[src/rtl/dot_product_ctrl.sv]
// Dot-product sequencer: streams A/B operands from two 1-cycle-latency memories and
// multiply-accumulates them. Define DOT_PRODUCT_CTRL_SAT_EN for saturating accumulation.
module dot_product_ctrl #(
   parameter int unsigned DATA_WIDTH = 8,
   parameter int unsigned ADDR_WIDTH = 4,
   parameter int unsigned ACC_WIDTH  = 16
) (
   input  logic                    clk,
   input  logic                    rst_n,
   input  logic                    start,
   input  logic [ADDR_WIDTH:0]     length,
   output logic                    busy,
   output logic                    mem_read_en,
   output logic [ADDR_WIDTH-1:0]   mem_read_address,
   input  logic [DATA_WIDTH-1:0]   mem_a_data,
   input  logic [DATA_WIDTH-1:0]   mem_b_data,
   output logic [ACC_WIDTH-1:0]    result,
   output logic                    result_valid,
   input  logic                    result_ready
);

   localparam int unsigned LEN_WIDTH  = ADDR_WIDTH + 1;
   localparam int unsigned PROD_WIDTH = 2 * DATA_WIDTH;
   localparam logic [LEN_WIDTH-1:0] MAX_LEN = LEN_WIDTH'(2 ** ADDR_WIDTH);

   typedef enum logic [1:0] {IDLE, READ, DRAIN, DONE} state_t;

   state_t                 state, state_nxt;
   logic [ADDR_WIDTH-1:0]  addr, addr_nxt;
   logic [ADDR_WIDTH-1:0]  last_addr, last_addr_nxt;
   logic [ACC_WIDTH-1:0]   acc, acc_nxt, acc_sum;
   logic [ACC_WIDTH-1:0]   prod_acc;
   logic [PROD_WIDTH-1:0]  prod;
   logic [LEN_WIDTH-1:0]   len_clamped;
   logic                   rd_vld;

   // Product of the operand pair returned this cycle, sized to the accumulator
   always_comb begin
      prod     = PROD_WIDTH'(mem_a_data) * PROD_WIDTH'(mem_b_data);
      prod_acc = ACC_WIDTH'(prod);
   end

`ifdef DOT_PRODUCT_CTRL_SAT_EN
   localparam int unsigned SUM_WIDTH = ACC_WIDTH + 1;
   logic [SUM_WIDTH-1:0] sum_wide;

   // Adding a non-negative term to max overflows again, so max sticks until cleared
   always_comb begin
      sum_wide = SUM_WIDTH'(acc) + SUM_WIDTH'(prod_acc);
      acc_sum  = sum_wide[ACC_WIDTH] ? '1 : sum_wide[ACC_WIDTH-1:0];
   end
`else
   always_comb begin
      acc_sum = acc + prod_acc;
   end
`endif

   always_comb begin
      len_clamped = (length > MAX_LEN) ? MAX_LEN : length;
   end

   always_ff @(posedge clk) begin
      if (!rst_n) begin
         state <= IDLE;
      end else begin
         state <= state_nxt;
      end
   end

   always_comb begin
      state_nxt     = state;
      addr_nxt      = addr;
      last_addr_nxt = last_addr;
      acc_nxt       = rd_vld ? acc_sum : acc;
      case (state)
         IDLE: begin
            if (start) begin
               acc_nxt  = '0;
               addr_nxt = '0;
               if (length != '0) begin
                  state_nxt     = READ;
                  last_addr_nxt = ADDR_WIDTH'(len_clamped - LEN_WIDTH'(1));
               end else begin
                  state_nxt = DONE;
               end
            end
         end
         READ: begin
            if (addr == last_addr) begin
               state_nxt = DRAIN;
            end else begin
               addr_nxt = addr + ADDR_WIDTH'(1);
            end
         end
         DRAIN: begin
            state_nxt = DONE;
         end
         DONE: begin
            if (result_ready) begin
               state_nxt = IDLE;
            end
         end
         default: begin
            state_nxt = IDLE;
         end
      endcase
   end

   // Datapath and output registers; outputs follow the next state so they align with it
   always_ff @(posedge clk) begin
      if (!rst_n) begin
         addr         <= '0;
         last_addr    <= '0;
         acc          <= '0;
         rd_vld       <= 1'b0;
         busy         <= 1'b0;
         mem_read_en  <= 1'b0;
         result_valid <= 1'b0;
         result       <= '0;
      end else begin
         addr         <= addr_nxt;
         last_addr    <= last_addr_nxt;
         acc          <= acc_nxt;
         rd_vld       <= mem_read_en;
         busy         <= (state_nxt != IDLE);
         mem_read_en  <= (state_nxt == READ);
         result_valid <= (state_nxt == DONE);
         if ((state_nxt == DONE) && (state != DONE)) begin
            result <= acc_nxt;
         end
      end
   end

   assign mem_read_address = addr;

endmodule

[config.mk]
export PLATFORM = sky130hd
export DESIGN_NAME = dot_product_ctrl
export DESIGN_NICKNAME = d
export VERILOG_FILES = /design/src/rtl/dot_product_ctrl.sv
export SDC_FILE = /design/constraint.sdc
export NUM_CORES = 1
export LEC_CHECK = 0
export CELL_PAD_IN_SITES_DETAIL_PLACEMENT = 0
export CELL_PAD_IN_SITES_GLOBAL_PLACEMENT = 1
export CORE_ASPECT_RATIO = 0.75
export CORE_MARGIN = 2
export CORE_UTILIZATION = 38
export CTS_CLUSTER_DIAMETER = 60
export DETAILED_ROUTE_END_ITERATION = 16
export PLACE_DENSITY_LB_ADDON = 0.1
export SETUP_SLACK_MARGIN = 0.05
export SLEW_MARGIN = 20
export SYNTH_ARGS = -nofsm -noshare
export SYNTH_HDL_FRONTEND = slang
export SYNTH_SLANG_ARGS = --single-unit
[constraint.sdc]
create_clock -name clk -period 14.12 [get_ports clk]
set_input_delay 2.118 -clock clk [delete_from_list [all_inputs] [get_ports clk]]
set_output_delay 2.118 -clock clk [all_outputs]
set_load 0.02 [all_outputs]
==> reports/qor.csv, run 1 <==
metric;value;unit
outcome;completed;
worst-skew pair later-pin latency;0.29;ns
placed inst area;4890;um^2
top_reg_cell synth;dfxtp_1;
CP Class;in -> reg;
mapped cell area;4300;um^2
Final setup viols;0;
Worst Reg-to-Reg Cells;15;
largest fanout on the critical path;8;
crit start category;input port;
Top cell by count, worst path;fa_1;
Buf/Inv on CP;4;
Avg Synthesized Cell Area;8.64;um^2
# DRC;0;
Warnings, synthesis;0;
largest net degree at the start of global routing;22;
final HPWL from detailed placement;8220;um
TritonCTS buffer count;5;
H-tree lvl count;2;
Starting Density;0.391;
crit path DAT;6.79;ns
Ports;48;
clock skew;0.00634;ns
Clock Tree Buf Depth;2;
Seq pwr share;0.241;
Area contributors post-synth;fa_1, dfxtp_1, ha_1;
Gate power share;0.589;
Max Freq;150;MHz
Worst Min Path Start;mem_read_en$_SDFF_PN0_;
Post-synth EDFFs;0;
fin crit share;0.471;
vias per cell;5.05;
Synth cell types;45;
post-synthesis cell count;497;
RePlAce Congestion;0.815;
sequential-to-total area share from yosys stat;0.214;
die area;12200;um^2
fillers;1060;
CP max stage delay;0.67;ns
Final Total Pwr;665;uW
CP Launch Point;mem_a_data[0];
Area Growth Syn to Fin;17.0;%
switch share;0.446;
Pint;368;uW
Nets;651;
Tmin final;6.65;ns
overall routed net length;9880;um
hold path depth;1;
switching power of the nets;297;uW
vias in the first global route;3175;
Die Y;96.1;um
RR Endpoint;result[15]$_SDFFE_PN0P_;
Final Non-Filler Cells;679;
clock root buffer;clkbuf_16;
Async SR Flop Fraction;0;
r2r setup slk;9.81;ns
leakage;2.35;nW
placed cells;672;
Final Hold Vio Count;0;
Synth top area share;0.233;
Worst IR Drop VDD;0.0000493;V
most frequent cell after synthesis;inv_1;
setup TNS;0;ns
share of cells above drive strength 1;0.0186;
initial DRC count;202;
# port buffers;47;
max cap viols;0;
Worst R2R Start;acc[4]$_SDFF_PN0_;
RSZ-0062 raised after global routing;false;
crit path cell chain;clkdlybuf4s50_1 -> nand2_1 -> fa_1 -> fa_1 -> inv_1 -> fa_1 -> inv_1 -> fa_1 -> inv_1 -> ha_1 -> o21ai_0 -> nand2_1 -> a21oi_1 -> o31ai_1 -> mux2i_1 -> o21ai_0;
Slowest cell on crit path;clkdlybuf4s50_1;
GR Util All Layers;0.171;
# resized after CTS;0;
Crit. End Element;register;
vias;3432;
Sink Count;46;
Least-Margin Pin Slew;1.01;ns
post-synth net total;609;
Cell Pwr Density;132;nW/um^2
Post-Layout Inst Area;5030;um^2
row count;33;
Hold Crit Class;reg -> reg;
global route total overflow;0;
clock slew at reported path FFs;0.06;ns
Slew headroom;0.327;
routed length per instance;14.6;um
wire length of the first global-routing pass;16300;um
Commonest cells post-synth;inv_1, nand2_1, fa_1;
initial antenna violation count;0;
Hold Path End;rd_vld$_SDFF_PN0_;
Die X;127;um
post-route ant nets;0;
clock power share;0.170;
TritonCTS clock tree;done;
cts-stage hold buffer count;0;
Levels on crit path;16;
Synth area leader;fa_1;
#FFs+latches synth;46;
Req. time, crit path;14.26;ns
Top delay family on crit path;adder cells;
setup repair bufs after CTS;0;
Slew Viols, Final;0;
First-pass DRT Iterations;4;
# diodes;0;
Core Footprint;11000;um^2
==> layout by cell type, fill, tap and decap left out, types with 5 or more instances in the layout <==
cell and instances:
a21o_1 5, a21oi_1 18, and2_1 35, and3_1 5
clkbuf_16 5, clkdlybuf4s50_1 47, dfxtp_1 46, fa_1 50
ha_1 37, inv_1 103, mux2i_1 10, nand2_1 59
nand3_1 6, nor2_1 24, nor3_1 7, o21ai_0 8
o22a_1 9, xnor2_1 10, xor2_1 6
==> sequential cells by signal, summed over array words and instances, names as in the netlist <==
signal and count:
acc 16, last_addr 4, mem_read_address 4, rd_vld 1, result 16, busy 1
state 2, mem_read_en 1, result_valid 1
==> worst max path at each step <==
stage	endpoint	slack, ns
after floorplan	result[15]$_SDFFE_PN0P_	8.03
after CTS	acc[14]$_SDFF_PN0_	7.51
after detailed placement	acc[14]$_SDFF_PN0_	7.21
after global placement	acc[14]$_SDFF_PN0_	7.19
after global routing	acc[14]$_SDFF_PN0_	7.28
final	acc[14]$_SDFF_PN0_	7.47
==> layout make-up <==
class / instances / area [um^2] / area share
clock buffers: 6 / 129 / 0.0256
clock inverters: 1 / 7.51 / 0.00149
inverters: 103 / 387 / 0.0769
multi-input cells: 336 / 2940 / 0.584
flip-flops and latches: 46 / 921 / 0.183
well taps: 140 / 175 / 0.0348
repair buffers: 47 / 470 / 0.0936
==> power groups by stage <==
stage / Clock [mW] / Sequential [mW] / Combinational (mW)
floorplan: 0 / 0.167 / 0.286
global placement: 0 / 0.163 / 0.392
detailed placement: 0 / 0.163 / 0.392
CTS: 0.116 / 0.161 / 0.396
global route: 0.122 / 0.163 / 0.446
finish: 0.113 / 0.161 / 0.392
==> per-layer routing <==
layer,wire (um),part of all wire,global-route usage,vias up
met5,0,0,0,-
met4,67,0.0068,0.0330,0
met3,380,0.038,0.0289,7
met2,4390,0.44,0.251,65
met1,5050,0.51,0.264,1696
li1,-,-,-,1664
==> through the flow <==
step | util | worst slack [ns] | hold WS, ns
after floorplan | - | 8.03 | 0.459
after global placement | 0.445 | 7.19 | 0.450
after detailed placement | 0.445 | 7.21 | 0.455
after CTS | 0.458 | 7.51 | 0.470
after global routing | 0.458 | 7.28 | 0.489
final | 0.458 | 7.47 | 0.463
==> cells by family (layout without fill, tap and decap cells) <==
logic type | count (synthesis) | in the layout | synth area share
fa+ha+maj | 87 | 87 | 0.341
buf+inv | 115 | 157 | 0.102
mux | 10 | 10 | 0.0233
compound gates | 73 | 73 | 0.119
xor+xnor | 16 | 16 | 0.0326
flops | 46 | 46 | 0.214
simple gates | 150 | 150 | 0.169
Power figures use the tool's default switching activity.
==> inputs of run 2 (changes only) <==
==> constraint.sdc (replaced) <==
create_clock -name clk -period 6.35 [get_ports clk]
set_input_delay 0.9525 -clock clk [delete_from_list [all_inputs] [get_ports clk]]
set_output_delay 0.9525 -clock clk [all_outputs]
set_load 0.02 [all_outputs]
==> run 2 against run 1 <==
Compared with the run above: final area is 0.57% higher; global-route usage hardly changed; critical path depth is the same; clock skew is 0.0017 ns lower; hold slack improved by 0.0021 ns; critical path type unchanged; critical endpoint is now acc[13]$_SDFF_PN0_; largest power group unchanged.
==> reports/qor.csv, run 2 (synthesis results as in run 1) <==
metric;value;unit;change
crit start category;input port;;
GRT met1 Usage;0.261;;-0.00245
vias in the first global route;3209;;+1.1%
global route total overflow;0;;unchanged
Area Growth Syn to Fin;17.7;%;
GR Util All Layers;0.171;;about the same
Die X;127;um;unchanged
Final setup viols;0;;unchanged
largest registers;acc x16, result x16;;
Worst IR Drop VDD;0.000152;V;+210%
row count;33;;unchanged
Slew Viols, Final;0;;unchanged
Slowest cell on crit path;clkdlybuf4s50_1;;
setup repair bufs after CTS;0;;unchanged
Cell Pwr Density;299;nW/um^2;+130%
crit path cell chain;clkdlybuf4s50_1 -> nand2_1 -> fa_1 -> fa_1 -> inv_1 -> fa_1 -> inv_1 -> fa_1 -> inv_1 -> ha_1 -> nand2_1 -> o211a_1 -> o21ai_2 -> a31oi_1 -> or3_1 -> a31oi_1;;
vias per cell;4.95;;-2.0%
overall routed net length;9790;um;-0.87%
Slew headroom;0.327;;about the same
Buf/Inv on CP;4;;unchanged
Top delay family on crit path;adder cells;;
Clock Tree Buf Depth;2;;unchanged
Post-Layout Inst Area;5060;um^2;+0.57%
Hold Crit Class;reg -> reg;;
First-pass DRT Iterations;4;;unchanged
Max Freq;186;MHz;
die area;12200;um^2;unchanged
GRT met3 Usage;0.0339;;+0.00500
# port buffers;47;;unchanged
Core Footprint;11000;um^2;unchanged
post-route ant nets;0;;unchanged
setup TNS;0;ns;unchanged
fin crit share;0.849;;
placed inst area;4890;um^2;unchanged
Final Hold Vio Count;0;;unchanged
routed length per instance;14.4;um;-1.0%
hold_ws;0.465;ns;+0.00212 ns
# resized after CTS;0;;unchanged
share of cells above drive strength 1;0.0222;;+0.00367
highest-count cells in the layout ignoring fill and taps;inv_1, nand2_1, fa_1, clkdlybuf4s50_1, dfxtp_1;;
clock root buffer;clkbuf_16;;
RSZ-0062 raised after global routing;false;;
H-tree lvl count;2;;unchanged
TritonCTS clock tree;done;;
CP max stage delay;0.66;ns;about the same
Final Util;0.460;;+0.00262
Least-Margin Pin Slew;1.01;ns;-0.000196 ns
Ports;48;;unchanged
vias;3368;;-1.9%
worst-skew pair later-pin latency;0.29;ns;about the same
Nets;651;;unchanged
largest fanout on the critical path;8;;unchanged
clock skew;0.00468;ns;-0.00166 ns
# diodes;0;;unchanged
met2 Usage GRT;0.255;;+0.00405
max cap viols;0;;unchanged
gr busiest metal;met1;;
initial antenna violation count;0;;unchanged
wire length of the first global-routing pass;16300;um;+0.29%
clock slew at reported path FFs;0.06;ns;about the same
crit path DAT;5.59;ns;-1.20 ns
cts-stage hold buffer count;0;;unchanged
final HPWL from detailed placement;8250;um;+0.39%
leakage;2.37;nW;+0.88%
initial DRC count;212;;+5.0%
TritonCTS buffer count;5;;unchanged
Die Y;96.1;um;unchanged
RePlAce Congestion;0.815;;about the same
Tmin final;5.39;ns;
Starting Density;0.391;;unchanged
largest net degree at the start of global routing;22;;unchanged
Crit. End Element;register;;
Sink Count;46;;unchanged
fillers;1113;;+5.0%
Req. time, crit path;6.55;ns;-7.71 ns
# DRC;0;;unchanged
Top cell by count, worst path;fa_1;;
CP Class;in -> reg;;
outcome;completed;;
most common cell after layout, fill and taps aside;inv_1;;
-- run 2: worst register-to-register path, cell delays in order, from the launching register on --
cell	delay, ns
dfxtp_1	0.33
inv_1	0.07
fa_1	0.53
inv_1	0.05
fa_1	0.46
ha_1	0.29
inv_1	0.05
fa_1	0.53
inv_1	0.07
fa_1	0.46
a21oi_1	0.28
o211a_1	0.27
o21ai_2	0.09
a31oi_1	0.34
xor2_1	0.18
o221ai_1	0.13
-- run 2: layout make-up --
class,instances,area [um^2],area share
Sequential cell,46,921,0.182
Inverter,103,387,0.0765
Timing Repair Buffer,47,470,0.0930
Tap cell,140,175,0.0346
Clock buffer,5,125,0.0247
Clock inverter,3,40.0,0.00792
Multi-Input combinational cell,336,2940,0.581
-- run 2: stage by stage --
step | instances | setup WS (ns) | total power, mW
final | 680 | 0.960 | 1.51
after global routing | 680 | 0.666 | 1.66
after CTS | 680 | 0.933 | 1.53
after detailed placement | 672 | 0.652 | 1.23
after global placement | 672 | 0.586 | 1.24
after floorplan | 497 | 1.43 | 1.01
-- run 2: power by group --
group          internal (mW)  switching [mW]  leakage (nW)  total (mW)
Sequential             0.324          0.0330         0.374       0.357
Clock                  0.184           0.109        0.0836       0.293
Combinational          0.350           0.513          1.92       0.864
Total                  0.859           0.655          2.37        1.51
-- run 2: layer usage --
layer  wire length [um]  part of all wire  vias to the layer above
li1                   -                 -                     1668
met1               4900              0.50                     1646
met2               4430              0.45                       50
met3                418             0.043                        4
met4                 47            0.0048                        0
met5                  0                 0                        -
-- run 2: final timing paths --
| kind | to | depth (start not counted) | slack (ns) | from |
|---|---|---|---|---|
| min | rd_vld$_SDFF_PN0_ | 1 | 0.46 | mem_read_en$_SDFF_PN0_ |
| max | acc[13]$_SDFF_PN0_ | 16 | 0.96 | mem_a_data[0] |
| min reg2reg | rd_vld$_SDFF_PN0_ | 1 | 0.46 | mem_read_en$_SDFF_PN0_ |
| max reg2reg | result[13]$_SDFFE_PN0P_ | 15 | 2.09 | acc[4]$_SDFF_PN0_ |
==> inputs of run 3 (changes only) <==
==> constraint.sdc (replaced) <==
create_clock -name clk -period 4.3 [get_ports clk]
set_input_delay 0.645 -clock clk [delete_from_list [all_inputs] [get_ports clk]]
set_output_delay 0.645 -clock clk [all_outputs]
set_load 0.02 [all_outputs]
==> run 3 against run 2 <==
Compared with the run above: sequential power is 45% higher; clock-buffer cell count is the same; non-clock buffer count increased by 50.
==> reports/qor.csv, run 3 (synthesis results as in run 1) <==
metric;value;unit;change
outcome;completed;;
placed cells;717;;+6.7%
highest-count cells in the layout ignoring fill and taps;inv_1, nand2_1, buf_4, dfxtp_1, fa_1;;
fillers;1067;;-4.1%
row count;33;;unchanged
leakage;2.68;nW;+13%
fin crit share;0.980;;
# diodes;0;;unchanged
largest fanout on the critical path;6;;-2
Slew Viols, Final;0;;unchanged
initial antenna violation count;0;;unchanged
crit path DAT;4.41;ns;-1.18 ns
vias;3542;;+5.2%
Final WS setup;0.0854;ns;-0.875 ns
Buf/Inv on CP;3;;-1
Top cell by count, worst path;fa_1;;
Tmin final;4.21;ns;
# port buffers;47;;unchanged
Req. time, crit path;4.50;ns;-2.05 ns
Die X;127;um;unchanged
crit start category;input port;;
initial DRC count;137;;-35%
Cell Pwr Density;490;nW/um^2;+64%
Sink Count;46;;unchanged
max cap viols;0;;unchanged
Final setup viols;0;;unchanged
TritonCTS buffer count;5;;unchanged
share of cells above drive strength 1;0.231;;+0.208
Ports;48;;unchanged
DP Worst Slack;-0.892;ns;-1.54 ns
RePlAce Congestion;0.809;;-0.77%
Starting Density;0.391;;unchanged
Die Y;96.1;um;unchanged
H-tree lvl count;2;;unchanged
First-pass DRT Iterations;4;;unchanged
overall routed net length;10100;um;+3.4%
Area Growth Syn to Fin;33.7;%;
Clock Tree Buf Depth;2;;unchanged
routed length per instance;13.9;um;-3.7%
Final Hold Vio Count;0;;unchanged
RSZ-0062 raised after global routing;true;;
post-route ant nets;0;;unchanged
Top delay family on crit path;adder cells;;
CP max stage delay;0.54;ns;-0.12 ns
Nets;701;;+7.7%
most common cell after layout, fill and taps aside;inv_1;;
clock slew at reported path FFs;0.06;ns;about the same
Crit. End Element;register;;
largest registers;acc x16, result x16;;
final HPWL from detailed placement;8520;um;+3.2%
wire length of the first global-routing pass;17000;um;+4.3%
Final Non-Filler Cells;730;;+7.4%
crit path cell chain;buf_12 -> and2_4 -> fa_2 -> fa_1 -> fa_1 -> inv_1 -> fa_1 -> inv_2 -> ha_4 -> nand2_2 -> o211a_1 -> o21ai_2 -> a31oi_4 -> or3_1 -> a31oi_1;;
TritonCTS clock tree;done;;
Hold Crit Class;reg -> reg;;
cts-stage hold buffer count;0;;unchanged
largest net degree at the start of global routing;22;;unchanged
Slowest cell on crit path;fa_1;;
clock root buffer;clkbuf_16;;
Least-Margin Pin Slew;0.966;ns;-0.0400 ns
GR Util All Layers;0.179;;+0.00834
worst-skew pair later-pin latency;0.29;ns;about the same
Max Freq;237;MHz;
Core Footprint;11000;um^2;unchanged
vias per cell;4.85;;-2.0%
Slew headroom;0.353;;+0.0268
CP Class;in -> reg;;
Worst IR Drop VDD;0.000242;V;+59%
clock skew;0.00255;ns;-0.00213 ns
Final Util;0.523;;+0.0627
global route total overflow;0;;unchanged
die area;12200;um^2;unchanged
vias in the first global route;3484;;+8.6%
# DRC;0;;unchanged
[run 3: changes by cell type in the layout (fill, tap and decap cells not counted), sizes merged]
cell / change
buf: +66
clkdlybuf4s50: -16
bufinv: -1
clkinvlp: +1
[run 3: where the power goes]
part / switching [mW] / internal (mW) / total, mW / leakage, nW
combinational: 0.980 / 0.942 / 1.92 / 2.23
sequential: 0.0391 / 0.479 / 0.518 / 0.374
clock: 0.161 / 0.215 / 0.376 / 0.0698
total: 1.18 / 1.64 / 2.82 / 2.68
[run 3: repair_timing]
action                     in CTS  in global routing
setup buffers                   3                  4
cloned                          0                  0
pin swaps                      33                 33
setup endpoints to repair      21                 14
gates resized for setup       129                 25
[run 3: worst register-to-register path: stages (launching register included)]
cell and delay (ns):
dfxtp_1 0.33, inv_1 0.07, fa_1 0.53, inv_1 0.05
fa_1 0.46, fa_1 0.54, inv_1 0.05, fa_1 0.49
inv_2 0.05, ha_4 0.28, nand2_2 0.05, o211a_1 0.25
o21ai_2 0.22, a31oi_4 0.11, or3_1 0.38, a31oi_1 0.17
[run 3: layer usage]
metal	global-route usage	wire [um]
met1	0.265	5180
met2	0.282	4610
met5	0	0
met4	0.0275	53
met3	0.0300	284
[run 3: path summary, 6_finish.rpt]
check | startpoint | to | slack, ns | cells past startpoint
min | mem_read_en$_SDFF_PN0_ | rd_vld$_SDFF_PN0_ | 0.47 | 1
max | mem_b_data[2] | acc[13]$_SDFF_PN0_ | 0.09 | 15
max reg2reg | acc[7]$_SDFF_PN0_ | acc[13]$_SDFF_PN0_ | 0.19 | 15
min reg2reg | mem_read_en$_SDFF_PN0_ | rd_vld$_SDFF_PN0_ | 0.47 | 1
[run 3: cell type report]
| cell class | count | area, um^2 | area share |
|---|---|---|---|
| clock buffers | 5 | 125 | 0.0218 |
| clock inverters | 3 | 21.3 | 0.00370 |
| inverters | 103 | 387 | 0.0673 |
| multi-input cells | 336 | 3190 | 0.556 |
| flip-flops and latches | 46 | 921 | 0.160 |
| well taps | 140 | 175 | 0.0305 |
| repair buffers | 97 | 921 | 0.160 |
[run 3: metrics by stage]
| stage | setup TNS, ns | power [mW] | area [um^2] | hold slack, ns |
|---|---|---|---|---|
| detailed placement | -14.60 | 2.25 | 5370 | 0.457 |
| global route | -0.114 | 3.07 | 5740 | 0.483 |
| global placement | -14.31 | 2.24 | 5370 | 0.454 |
| CTS | 0 | 2.78 | 5650 | 0.472 |
| floorplan | -0.0199 | 1.68 | 4470 | 0.459 |
| finish | 0 | 2.82 | 5740 | 0.467 |
